$ cat src/rtl/interrupt_controller.sv
// interrupt_controller: latches peripheral interrupt edges as pending, masks them and raises a
// fixed-priority request/cause pair for Coprocessor 0. Optional macro INTC_IRQ_SYNC_EN adds input synchronizers.
module interrupt_controller #(
   parameter int unsigned NUM_SRC = 8
) (
   input  logic               clk,
   input  logic               rst_n,
   input  logic [NUM_SRC-1:0] IrqIn,
   input  logic               MaskWrite,
   input  logic [NUM_SRC-1:0] MaskWdata,
   input  logic               ClrWrite,
   input  logic [NUM_SRC-1:0] ClrWdata,
   input  logic               InteAccept,
   output logic               Interrupt,
   output logic [31:0]        InteCause,
   output logic [NUM_SRC-1:0] Pending,
   output logic [NUM_SRC-1:0] Mask
);

   localparam int unsigned IDX_W      = (NUM_SRC > 1) ? $clog2(NUM_SRC) : 1;
   localparam logic [31:0] CAUSE_BASE = 32'h8000_0000;

   typedef enum logic {
      IDLE = 1'b0,
      REQ  = 1'b1
   } state_e;

   state_e             state_q, state_d;
   logic [NUM_SRC-1:0] irq_s;
   logic [NUM_SRC-1:0] irq_prev_q;
   logic [NUM_SRC-1:0] pend_q, pend_d;
   logic [NUM_SRC-1:0] mask_q, mask_d;
   logic [NUM_SRC-1:0] edge_det;
   logic [NUM_SRC-1:0] req;
   logic [NUM_SRC-1:0] cur_sel;
   logic [NUM_SRC-1:0] acc_clr;
   logic [IDX_W-1:0]   cur_q, cur_d;
   logic [IDX_W-1:0]   win_idx;
   logic               win_found;
   logic               int_q, int_d;
   logic [31:0]        cause_q, cause_d;

`ifdef INTC_IRQ_SYNC_EN
   logic [NUM_SRC-1:0] sync1_q, sync2_q;

   // Two-flop synchronizer per line; sources may be asynchronous to clk
   always_ff @(posedge clk or negedge rst_n) begin
      if (!rst_n) begin
         sync1_q <= '0;
         sync2_q <= '0;
      end else begin
         sync1_q <= IrqIn;
         sync2_q <= sync1_q;
      end
   end

   assign irq_s = sync2_q;
`else
   assign irq_s = IrqIn;
`endif

   // Edge detect, arbitration (lowest index wins) and one-hot decode of the in-flight source
   always_comb begin
      edge_det  = irq_s & ~irq_prev_q;
      req       = pend_q & mask_q;
      win_idx   = '0;
      win_found = 1'b0;
      cur_sel   = '0;
      for (int unsigned i = 0; i < NUM_SRC; i++) begin
         if (req[i] && !win_found) begin
            win_idx   = IDX_W'(i);
            win_found = 1'b1;
         end
         cur_sel[i] = (cur_q == IDX_W'(i));
      end
   end

   // Request FSM: next state and registered request/cause values
   always_comb begin
      state_d = state_q;
      cur_d   = cur_q;
      int_d   = int_q;
      cause_d = cause_q;
      acc_clr = '0;
      case (state_q)
         IDLE: begin
            int_d = 1'b0;
            if (win_found) begin
               state_d = REQ;
               cur_d   = win_idx;
               cause_d = CAUSE_BASE | 32'(win_idx);
               int_d   = 1'b1;
            end
         end
         REQ: begin
            if (InteAccept) begin
               acc_clr = cur_sel;
               int_d   = 1'b0;
               state_d = IDLE;
            end else if (!(|(req & cur_sel))) begin
               int_d   = 1'b0;
               state_d = IDLE;
            end
         end
         default: begin
            state_d = IDLE;
            int_d   = 1'b0;
         end
      endcase
   end

   // A new edge outranks any clear hitting the same bit in the same cycle
   always_comb begin
      pend_d = (pend_q & ~({NUM_SRC{ClrWrite}} & ClrWdata) & ~acc_clr) | edge_det;
      mask_d = MaskWrite ? MaskWdata : mask_q;
   end

   always_ff @(posedge clk or negedge rst_n) begin
      if (!rst_n) begin
         state_q    <= IDLE;
         irq_prev_q <= '0;
         pend_q     <= '0;
         mask_q     <= '0;
         cur_q      <= '0;
         int_q      <= 1'b0;
         cause_q    <= '0;
      end else begin
         state_q    <= state_d;
         irq_prev_q <= irq_s;
         pend_q     <= pend_d;
         mask_q     <= mask_d;
         cur_q      <= cur_d;
         int_q      <= int_d;
         cause_q    <= cause_d;
      end
   end

   assign Interrupt = int_q;
   assign InteCause = cause_q;
   assign Pending   = pend_q;
   assign Mask      = mask_q;

endmodule

$ cat config.mk
export PLATFORM = sky130hd
export DESIGN_NAME = interrupt_controller
export DESIGN_NICKNAME = d
export VERILOG_FILES = /design/src/rtl/interrupt_controller.sv
export SDC_FILE = /design/constraint.sdc
export NUM_CORES = 1
export LEC_CHECK = 0
export CAP_MARGIN = 30
export CORE_ASPECT_RATIO = 0.5
export CORE_UTILIZATION = 39
export CTS_CLUSTER_DIAMETER = 80
export CTS_CLUSTER_SIZE = 8
export DETAILED_ROUTE_END_ITERATION = 6
export PLACE_DENSITY = 0.81
export SETUP_SLACK_MARGIN = 0.5
export SLEW_MARGIN = 20
export SYNTH_ARGS = -nofsm -noshare
export SYNTH_HDL_FRONTEND = slang
export SYNTH_SLANG_ARGS = --single-unit
$ cat constraint.sdc
create_clock -name clk -period 1.9 [get_ports clk]
set_input_delay 0.475 -clock clk [delete_from_list [all_inputs] [get_ports clk]]
set_output_delay 0.475 -clock clk [all_outputs]
set_load 0.1 [all_outputs]
### Yosys cells after proc, flatten, opt, wreduce, memory -nomap -nowiden

Cells that the tools add are included.

| cells by class | value |
|---|---|
| reductions and logical operators | 17 |
| bitwise operators | 11 |
| eq/ne operators | 8 |
| muxes and demuxes | 24 |

Operator list:

| kind | count |
|---|---|
| $and A8 B8 Y8 | 6 |
| $not A8 Y8 | 3 |
| $mux W8 | 2 |
| $mux W3 | 5 |
| $mux W1 | 14 |
| $eq A3 B3 Y1 const B | 4 |
| $or A8 B8 Y8 | 1 |
| $reduce_or A8 Y1 | 1 |
| $logic_and A1 B1 Y1 | 7 |
| $logic_not A1 Y1 | 7 |
| $eq A3 B2 Y1 const B | 2 |
| $pmux W1 S2 | 2 |
| $eq A3 B1 Y1 const B | 1 |
| $logic_not A3 Y1 | 1 |
| $ne A3 B3 Y1 const B | 1 |
| $mux W2 | 1 |
| $reduce_and A2 Y1 | 1 |
| $not A1 Y1 | 1 |

| word-level totals | value |
|---|---|
| register bits | 33 |
| logic and storage cells | 67 |

### Depth between registers and ports, before layout

Gate-level depths: netlist of run 1.

| depth | value |
|---|---|
| word-level depth | 25 |
| mapped depth | 6 |
| mapped depth without buffers | 5 |

### Worst setup path after synthesis of run 1

No wires, ideal clock.

| timing | value |
|---|---|
| path type | register to register |
| start point | register pend_q[5], in the netlist Pending[5] |
| end point | register int_q, in the netlist Interrupt |
| slack | -89 ps |
| stages on the path, launching flop included | 6 |
| setup time | 66 ps |
| data arrival time | 1923 ps |
| buffers on the path | 0 |
| required time | 1834 ps |
| cell sequence | dfrtp_1 -> nand2_1 -> o21ai_1 -> a32oi_1 -> a311oi_1 -> a21o_2 |

| between the ends | value |
|---|---|
| cells in the longest elaborated chain, start to end | 11 |
| elaborated cells on any way between the ends | 14 |
| classes of those cells | eq/ne: 1; mux: 5; bitwise: 2; reduce/logical: 6 |

Ends and longest elaborated chain:

| element | line | text |
|---|---|---|
| from (decl) | 31 | `logic [NUM_SRC-1:0] pend_q, pend_d;` |
| from (signal assigned) | 130 | `pend_q <= pend_d;` |
| $and A8 B8 Y8 (*) | 65 | `req = pend_q & mask_q;` |
| $logic_and A1 B1 Y1 | 70 | `if (req[i] && !win_found) begin` |
| $mux W1 | 70 |  |
| $logic_not A1 Y1 | 70 |  |
| $logic_and A1 B1 Y1 | 70 |  |
| $mux W1 | 70 |  |
| $logic_not A1 Y1 | 70 |  |
| $logic_and A1 B1 Y1 | 70 |  |
| $mux W1 | 70 |  |
| $mux W1 | 88 | `if (win_found) begin` |
| $pmux W1 S2 | 85 | `case (state_q)` |
| to (signal assigned) | 133 | `int_q <= int_d;` |
| to (decl) | 40 | `logic int_q, int_d;` |

Mark *: on every way between the ends. The rest lies on a longest branch, timed or not.
A chain may end at the register's enable or synchronous reset.

==> results.ini, run 1 <==
[outcome]
status = completed

[clocking]
cts_tree = done
hold_buffers = 0
cts_inserted_buffers = 5
cts_max_level = 2
clkLatencyLatePin_ns = 0.29
clock-sinks = 30
clkTransAtPathRegs_ns = 0.07
cts_root_buf = clkbuf_8
cts.path.max_buffers = 2

[synthesis]
yosys_warnings = 0
ys_seq_area_share_pct = 49.2
synth_edf_count = 0
synth_area_leaders = dfrtp_1 (49%), buf_4 (14%), mux2_2 (5.9%)
ys_top_cells_by_count = dfrtp_1 (30), buf_4 (29), nand2_1 (19)
syn_area_per_cell_um2 = 10.3
synth_seq_cells = 30
yosys.cell_types.count = 31
synth_top_area_cell = dfrtp_1
yosys.area.top_type_share_pct = 49.2
synthArstFlopShare_pct = 100
syn_area_um2 = 1530
netlist_instances = 148
synth.most_common_cell = dfrtp_1
synth-main-ff-cell = dfrtp_1

[worst_setup_path]
critPathLaunch = cur_q[0]
path_cells = buf_12
critPathBufInv = 1
critical_path.top_delay_family = flip-flops
crit_cells = 1
reg2reg_from = cur_q[0]
required_ns = 1.42
reg2reg_depth = 4
cp.arrival_ns = 1.03
worstSetupStartpointType = flop
critPathMaxStageDelay_ns = 0.54
crit_fanout = 6
end_kind = output port
crit_type = reg -> out
critPathSlowestCell = dfrtp_4

[timing]
skew_ns = 0.00669
report.final.slew_viol_count = 0
fin_crit_sh_pct = 79.0
hold_violations = 0
final.min_clock_period_ns = 1.50
fin_hold_ws_ns = 0.403
finalSetupTns_ns = 0
setup_viol = 0
rsz0062_at_grt = yes
worst_slack_ns = 0.399
fmax_mhz = 666

[placed_design]
dp_worst_setup_slack_ns = 0.219
hpwlAfterDp_um = 2790
dpl_cell_area_um2 = 2230
port-buffer-count = 49
place_congestion = 0.918
placed_cells = 243

[cells_and_area]
final_cells = 260
drive_above_1_share_pct = 38.8
multi_input_area_um2 = 686
regArea_um2 = 812
fin_util_pct = 69.7
final_area_um2 = 2500
n_antenna_cell = 0
area_growth_pct = 63.8
num-fill-cells = 237
final_nets = 237

[min_path]
hold_class = reg -> reg
whs_path_depth = 1
hp-start = irq_prev_q[0]

[global_routing]
grt_use_total_pct = 20.0
grt_overflow = 0
first_global_vias = 1176
grt_max_degree = 31
antenna_found_initial = 0
grt_pass1_wl_um = 5910

[job]
cap_violations = 0

[route]
wire_per_inst_um = 15.4
wirelength_um = 4010
firstDrtPassIters = 4
drtIter0Drc = 117
ant_nets = 0
routed_via_density = 4.91
via_count = 1277
route.detailed.drc = 0

[die]
die_h_um = 46.2
start_util_pct = 42.6
die_x_um = 90.5
io_pins = 78
core-area_um2 = 3580
fp-row-count = 15
die_area_um2 = 4180

[pwr]
power.switching_mw = 1.83
p_int_mw = 1.96
switching_share_pct = 48.3
vdd_drop_max_mv = 0.598
power_frac_comb_pct = 55.6
pwr-share-seq_pct = 27.4
power_leakage_nw = 1.08
clockPowerShare_pct = 17.0
powerDensity_nw_per_um2 = 1520
total_power_mw = 3.79

-- path summary, 6_finish.rpt --
| check | to | slack (ns) |
|---|---|---|
| max in group asynchronous | Pending[3] | 1.01 |
| worst min register to register | Pending[0] | 0.40 |
| min in group asynchronous | irq_prev_q[5] | 0.57 |
| worst max register to register | Interrupt | 0.43 |
| worst max-delay path | InteCause[0] | 0.40 |
| worst min-delay path | Pending[0] | 0.40 |
-- sequential cells by signal, indices dropped and copies added, names as in the netlist --
register    flops
state_q         1
Mask            8
InteCause       2
Interrupt       1
cur_q           2
Pending         8
irq_prev_q      8
-- cell type report --
class | count | share of cell area (%)
tap | 51 | 2.55
timing repair buffer | 59 | 31.9
clock inverter | 1 | 1.20
clock buffer | 7 | 3.05
inverter | 9 | 1.35
sequential | 30 | 32.5
multi-input combinational | 103 | 27.4
-- layer usage --
metal	part of all wire [%]	vias to the layer above	routed length [um]	global-route usage, %
li1	-	570	-	-
met1	42	625	1680	24.3
met2	48	68	1930	32.4
met3	7.3	14	292	6.44
met4	2.8	0	111	11.9
met5	0	-	0	0
-- kinds of logic after synthesis --
family          count (synthesis)  synth area share, %
flops                          30                 49.2
compound gates                 31                 15.6
buf+inv                        42                 17.6
mux                             8                 5.90
simple gates                   36                 11.5
other cells                     1                0.246
-- power groups by stage --
stage                     sequential (mW)  combinational [mW]  clock (mW)
after floorplan                      1.61               0.690           0
after global placement               1.05                1.77           0
after global routing                 1.06                2.17       0.689
after detailed placement             1.06                1.79           0
after CTS                            1.01                1.99       0.641
final                                1.04                2.11       0.644
-- layout by cell type (no fill, tap or decap), drive strengths merged, types with 3 or more instances in the layout --
cell,instances
buf,31
clkbuf,7
clkdlybuf4s50,27
conb,28
dfrtp,30
inv,9
mux2,8
nand2,19
nand3,7
nand3b,3
o211ai,4
o21ai,12
o311ai,4
-- timing repair --
| item | CTS | global route |
|---|---|---|
| pin swaps | 5 | 8 |
| buffers inserted | 6 | 3 |
| setup endpoints to repair | 22 | 30 |
| resized for setup | 7 | 18 |
(Power assumes the default switching activity.)
==> run 2, diff against run 1 <==
--- a/config.mk
+++ b/config.mk
@@ -7,11 +7,11 @@
 export LEC_CHECK = 0
 export CAP_MARGIN = 30
 export CORE_ASPECT_RATIO = 0.5
-export CORE_UTILIZATION = 39
+export CORE_UTILIZATION = 36
 export CTS_CLUSTER_DIAMETER = 80
 export CTS_CLUSTER_SIZE = 8
 export DETAILED_ROUTE_END_ITERATION = 6
-export PLACE_DENSITY = 0.81
+export PLACE_DENSITY = 0.79
 export SETUP_SLACK_MARGIN = 0.5
 export SLEW_MARGIN = 20
 export SYNTH_ARGS = -nofsm -noshare
==> constraint.sdc (replaced) <==
create_clock -name clk -period 1.3 [get_ports clk]
set_input_delay 0.325 -clock clk [delete_from_list [all_inputs] [get_ports clk]]
set_output_delay 0.325 -clock clk [all_outputs]
set_load 0.1 [all_outputs]
==> run 2 against run 1 <==
- the flow now finishes with violations (negative setup slack)
- cell area up 21%
- sequential cell count is the same
- clock skew up 0.0016 ns
- sequential share of layout area shrank 5.1 points
- die area is 8.1% higher
- sequential power is 46% higher
- wire length grew 56%
- worst setup slack worse by 0.67 ns
- hold slack improved by 0.0025 ns
- clock power rose by 53%
- global-route usage rose by 6.5 points
- critical endpoint is now state_q
- largest cell class is now buffers
- highest routed layer unchanged
==> results.ini, run 2 (synthesis gave the netlist of run 1 again) <==
[placed_design]
port-buffer-count = 49
dp_worst_setup_slack_ns = -0.290
place_congestion = 0.847
hpwlAfterDp_um = 3250
dpl_cell_area_um2 = 2550

[worst_setup_path]
cp.arrival_ns = 1.74
reg2reg_to = state_q
worstSetupStartpointType = flop
crit_fanout = 6
path_cells = nand3_1, o21ai_1, a32oi_2, a311oi_2, buf_4, or2_1
critPathMaxStageDelay_ns = 0.53
reg2reg_depth = 6
crit_type = reg -> reg
end_kind = flop
ff2ff_setup_slack_ns = -0.27
critPathSlowestCell = dfrtp_4
required_ns = 1.47
reg2reg_from = cur_q[0]

[cells_and_area]
final_cell_mix = conb_1 (28), clkdlybuf4s50_1 (26), buf_4 (25), buf_6 (25), buf_12 (23)
fin_util_pct = 76.1
final_area_um2 = 3030
final_nets = 280
area_growth_pct = 98.5
n_antenna_cell = 0
final_common_cell = conb_1
drive_above_1_share_pct = 52.8

[timing]
setup_viol = 33
fin_hold_ws_ns = 0.405
fmax_mhz = 635
worst_slack_ns = -0.275
report.final.slew_viol_count = 0
hold_violations = 0
final.min_clock_period_ns = 1.57
fin_crit_sh_pct = 121
finalSetupTns_ns = -4.11
skew_ns = 0.00832
rsz0062_at_grt = yes

[global_routing]
grt_max_degree = 31
grt_overflow = 0
grt_pass1_wl_um = 8250
antenna_found_initial = 0
grt_use_total_pct = 26.4
first_global_vias = 1521

[clocking]
cts_inserted_buffers = 5
cts_tree = done
cts_max_level = 2
clkTransAtPathRegs_ns = 0.07
cts_root_buf = clkbuf_8
cts.path.max_buffers = 2
clkLatencyLatePin_ns = 0.29
hold_buffers = 0
clock-sinks = 30

[die]
die_x_um = 94.1
core-area_um2 = 3980
die_h_um = 48.0
start_util_pct = 38.3
fp-row-count = 16
die_area_um2 = 4520
io_pins = 78

[route]
firstDrtPassIters = 5
wirelength_um = 6260
ant_nets = 0
drtIter0Drc = 116
via_count = 1554
routed_via_density = 5.08
route.detailed.drc = 0
wire_per_inst_um = 20.4

[pwr]
switching_share_pct = 47.0
pwr-share-seq_pct = 23.5
p_int_mw = 3.44
power_frac_comb_pct = 61.4
vdd_drop_max_mv = 0.919
powerDensity_nw_per_um2 = 2140
power.switching_mw = 3.05
power_leakage_nw = 1.36
clockPowerShare_pct = 15.2

[outcome]
status = complete, but fails checks
violations = negative setup slack

[job]
cap_violations = 0

[min_path]
hold_class = in -> async

run 2: cell count changes in the layout (fill, tap and decap cells not counted), moves of 2 or more:
| cell | delta |
|---|---|
| o21ai_0 | -5 |
| o21ai_1 | +4 |
| o311ai_2 | -2 |
| dfrtp_2 | -4 |
| dfrtp_1 | -2 |
| dlygate4sd2_1 | +2 |
| dfrtp_4 | +6 |
| buf_6 | +23 |
| mux2_2 | -2 |
| mux2_4 | +2 |
| o311ai_4 | +3 |
| buf_4 | +18 |
run 2: final cells by class:
| class | count | area [um2] |
|---|---|---|
| Sequential cell | 30 | 830 |
| Fill cell | 210 | 953 |
| Timing Repair Buffer | 102 | 1220 |
| Tap cell | 54 | 67.6 |
| Inverter | 9 | 33.8 |
| Clock inverter | 1 | 30.0 |
| Multi-Input combinational cell | 103 | 761 |
| Clock buffer | 7 | 86.3 |
run 2: timing repair:
action,4_1_cts,5_1_grt
setup endpoints to repair,43,43
buffers inserted,14,6
pin swaps,10,4
resized for setup,40,14
gates cloned,0,0
run 2: stage by stage:
stage | total power, mW | instances
2_1_floorplan | 3.50 | 175
3_3_place_gp | 4.58 | 278
3_5_place_dp | 4.65 | 278
4_1_cts | 6.09 | 300
5_1_grt | 6.67 | 306
6_report | 6.49 | 306
run 2: power groups by stage:
stage	Sequential [mW]	Clock, mW	Combinational (mW)
6_report	1.52	0.984	3.98
5_1_grt	1.53	1.04	4.10
4_1_cts	1.46	0.988	3.64
3_5_place_dp	1.45	0	3.20
3_3_place_gp	1.44	0	3.14
2_1_floorplan	2.40	0	1.09
run 2: worst max-delay path by stage:
| stage | start | end | cells after the start |
|---|---|---|---|
| after floorplan | Pending[2] | InteCause[31] | 4 |
| after detailed placement | InteAccept | Pending[4] | 4 |
| after global routing | cur_q[0] | state_q | 6 |
| after global placement | InteAccept | Pending[0] | 5 |
| after CTS | cur_q[0] | state_q | 6 |
| final | cur_q[0] | state_q | 6 |
run 2: routing by layer:
layer | wire [um] | share of wire [%] | up-vias | GRT usage (%)
met3 | 409 | 6.5 | 26 | 7.62
met1 | 2480 | 40 | 771 | 30.6
met4 | 242 | 3.9 | 0 | 13.2
met2 | 3130 | 50 | 96 | 47.4
li1 | - | - | 661 | -
met5 | 0 | 0 | - | 0
run 2: critical path, delay by kind of cell (launching register included):
family	cells	cell delay (ns)
AND/OR/NAND/NOR	2	0.30
flip-flops	1	0.53
buffers and inverters	1	0.16
AO/OA/AOI/OAI	3	0.47
==> run 3, diff against run 2 <==
--- a/config.mk
+++ b/config.mk
@@ -7,11 +7,11 @@
 export LEC_CHECK = 0
 export CAP_MARGIN = 30
 export CORE_ASPECT_RATIO = 0.5
-export CORE_UTILIZATION = 36
+export CORE_UTILIZATION = 39
 export CTS_CLUSTER_DIAMETER = 80
 export CTS_CLUSTER_SIZE = 8
 export DETAILED_ROUTE_END_ITERATION = 6
-export PLACE_DENSITY = 0.79
+export PLACE_DENSITY = 0.81
 export SETUP_SLACK_MARGIN = 0.5
 export SLEW_MARGIN = 20
 export SYNTH_ARGS = -nofsm -noshare
==> constraint.sdc (replaced) <==
create_clock -name clk -period 1.7 [get_ports clk]
set_input_delay 0.425 -clock clk [delete_from_list [all_inputs] [get_ports clk]]
set_output_delay 0.425 -clock clk [all_outputs]
set_load 0.1 [all_outputs]
==> run 3 against run 2 <==
- the flow now finishes without violations
- clock-buffer cell count shrank 1
- first-iteration DRC count shrank 15%
- critical path depth shrank 2
- cell area shrank 14%
- clock power shrank 7.8%
- core utilization shrank 3.3 points
- sequential share of layout area grew 4.0 points
- sequential power shrank 22%
- hold slack gained 0.00051 ns
- combinational power shrank 38%
- via count shrank 14%
- critical path type unchanged
- highest routed layer unchanged
==> results.ini, run 3 (synthesis gave the netlist of run 1 again) <==
[outcome]
status = completed

[placed_design]
dp_worst_setup_slack_ns = 0.0366
hpwlAfterDp_um = 2780
place_congestion = 0.806
port-buffer-count = 49

[clocking]
hold_buffers = 0
clkLatencyLatePin_ns = 0.28
cts_root_buf = clkbuf_8
clkTransAtPathRegs_ns = 0.07
cts.path.max_buffers = 2
cts_inserted_buffers = 5
clock-sinks = 30
cts_tree = done
cts_max_level = 2

[route]
drtIter0Drc = 99
route.detailed.drc = 0
ant_nets = 0
wire_per_inst_um = 16.8
wirelength_um = 4460
firstDrtPassIters = 4
via_count = 1339
routed_via_density = 5.03

[timing]
fin_hold_ws_ns = 0.406
skew_ns = 0.00274
fin_crit_sh_pct = 86.7
report.final.slew_viol_count = 0
hold_violations = 0
fmax_mhz = 678
setup_viol = 0
rsz0062_at_grt = yes
finalSetupTns_ns = 0
worst_slack_ns = 0.226
final.min_clock_period_ns = 1.47

[die]
die_h_um = 46.2
die_area_um2 = 4180
io_pins = 78
core-area_um2 = 3580
start_util_pct = 42.6
die_x_um = 90.5
fp-row-count = 15

[worst_setup_path]
path_cells = a22oi_2, and3_4, a41oi_4, or2_1
worstSetupStartpointType = flop
critPathBufInv = 0
cp.arrival_ns = 1.64
end_kind = flop
required_ns = 1.87
reg2reg_from = Pending[2]
critPathSlowestCell = dfrtp_4
crit_type = reg -> reg
reg2reg_to = state_q
crit_cells = 4
crit_fanout = 6
ff2ff_setup_slack_ns = 0.23
critical_path.top_delay_family = flip-flops
critPathMaxStageDelay_ns = 0.53
reg2reg_depth = 4

[pwr]
total_power_mw = 4.54
powerDensity_nw_per_um2 = 1740
p_int_mw = 2.45
vdd_drop_max_mv = 0.696
power.switching_mw = 2.09
switching_share_pct = 46.0
clockPowerShare_pct = 20.0
power_frac_comb_pct = 53.9
pwr-share-seq_pct = 26.1
power_leakage_nw = 1.14

[global_routing]
grt_overflow = 0
grt_use_total_pct = 20.5
first_global_vias = 1276
grt_pass1_wl_um = 6260
antenna_found_initial = 0
grt_max_degree = 31

[cells_and_area]
n_antenna_cell = 0
area_growth_pct = 71.0
final_nets = 243
final_common_cell = conb_1
drive_above_1_share_pct = 43.3
final_cell_mix = conb_1 (28), clkdlybuf4s50_1 (25), buf_12 (23)
num-fill-cells = 217

[min_path]
min_to = Pending[1]
hp-start = irq_prev_q[1]
hold_class = reg -> reg
whs_path_depth = 1

[job]
cap_violations = 0

==> run 3: cell count changes in the layout (fill, tap and decap cells not counted), sizes merged <==
cell and change:
clkbuf -1, bufinv +1, buf -37, dlygate4sd2 +1, clkdlybuf4s50 -1
==> run 3: worst max path at each step <==
stage | from | endpoint | slack [ns]
floorplan | Pending[2] | InteCause[31] | 0.15
global placement | MaskWrite | Mask[0] | 0.07
detailed placement | MaskWrite | Mask[1] | 0.04
CTS | cur_q[0] | InteCause[0] | 0.27
global route | Mask[2] | Interrupt | 0.15
finish | Pending[2] | state_q | 0.23
==> run 3: final cells by class <==
class                      count  area, um2  area share (%)
clock buffer                   6       82.6            3.16
sequential                    30        820            31.4
tap                           51       63.8            2.44
timing repair buffer          65        846            32.4
multi-input combinational    103        704            27.0
inverter                       9       33.8            1.29
clock inverter                 2       60.1            2.30
==> run 3: routing by layer <==
layer  up-vias  wire length, um  track usage [%]
met4         0              178             10.6
met5         -                0                0
met3        18              322             6.60
li1        584                -                -
met1       651             1780             24.9
met2        86             2170             34.1
==> run 3: per-stage QoR <==
stage | instance area (um2) | util (%) | cells
global route | 2610 | 72.8 | 266
floorplan | 1750 | - | 175
global placement | 2280 | 63.7 | 245
finish | 2610 | 72.8 | 266
detailed placement | 2280 | 63.7 | 245
CTS | 2570 | 71.6 | 263
==> run 3: timing repair <==
| item | CTS | global route |
|---|---|---|
| pin swaps | 7 | 5 |
| setup endpoints to repair | 43 | 35 |
| buffers inserted | 10 | 3 |
| resized for setup | 13 | 3 |
==> run 3: power groups by stage <==
stage,combinational (mW),clock [mW],sequential [mW]
2_1_floorplan,0.837,0,1.83
3_3_place_gp,2.02,0,1.21
3_5_place_dp,2.05,0,1.23
4_1_cts,2.36,0.914,1.17
5_1_grt,2.53,0.953,1.21
6_report,2.45,0.907,1.19
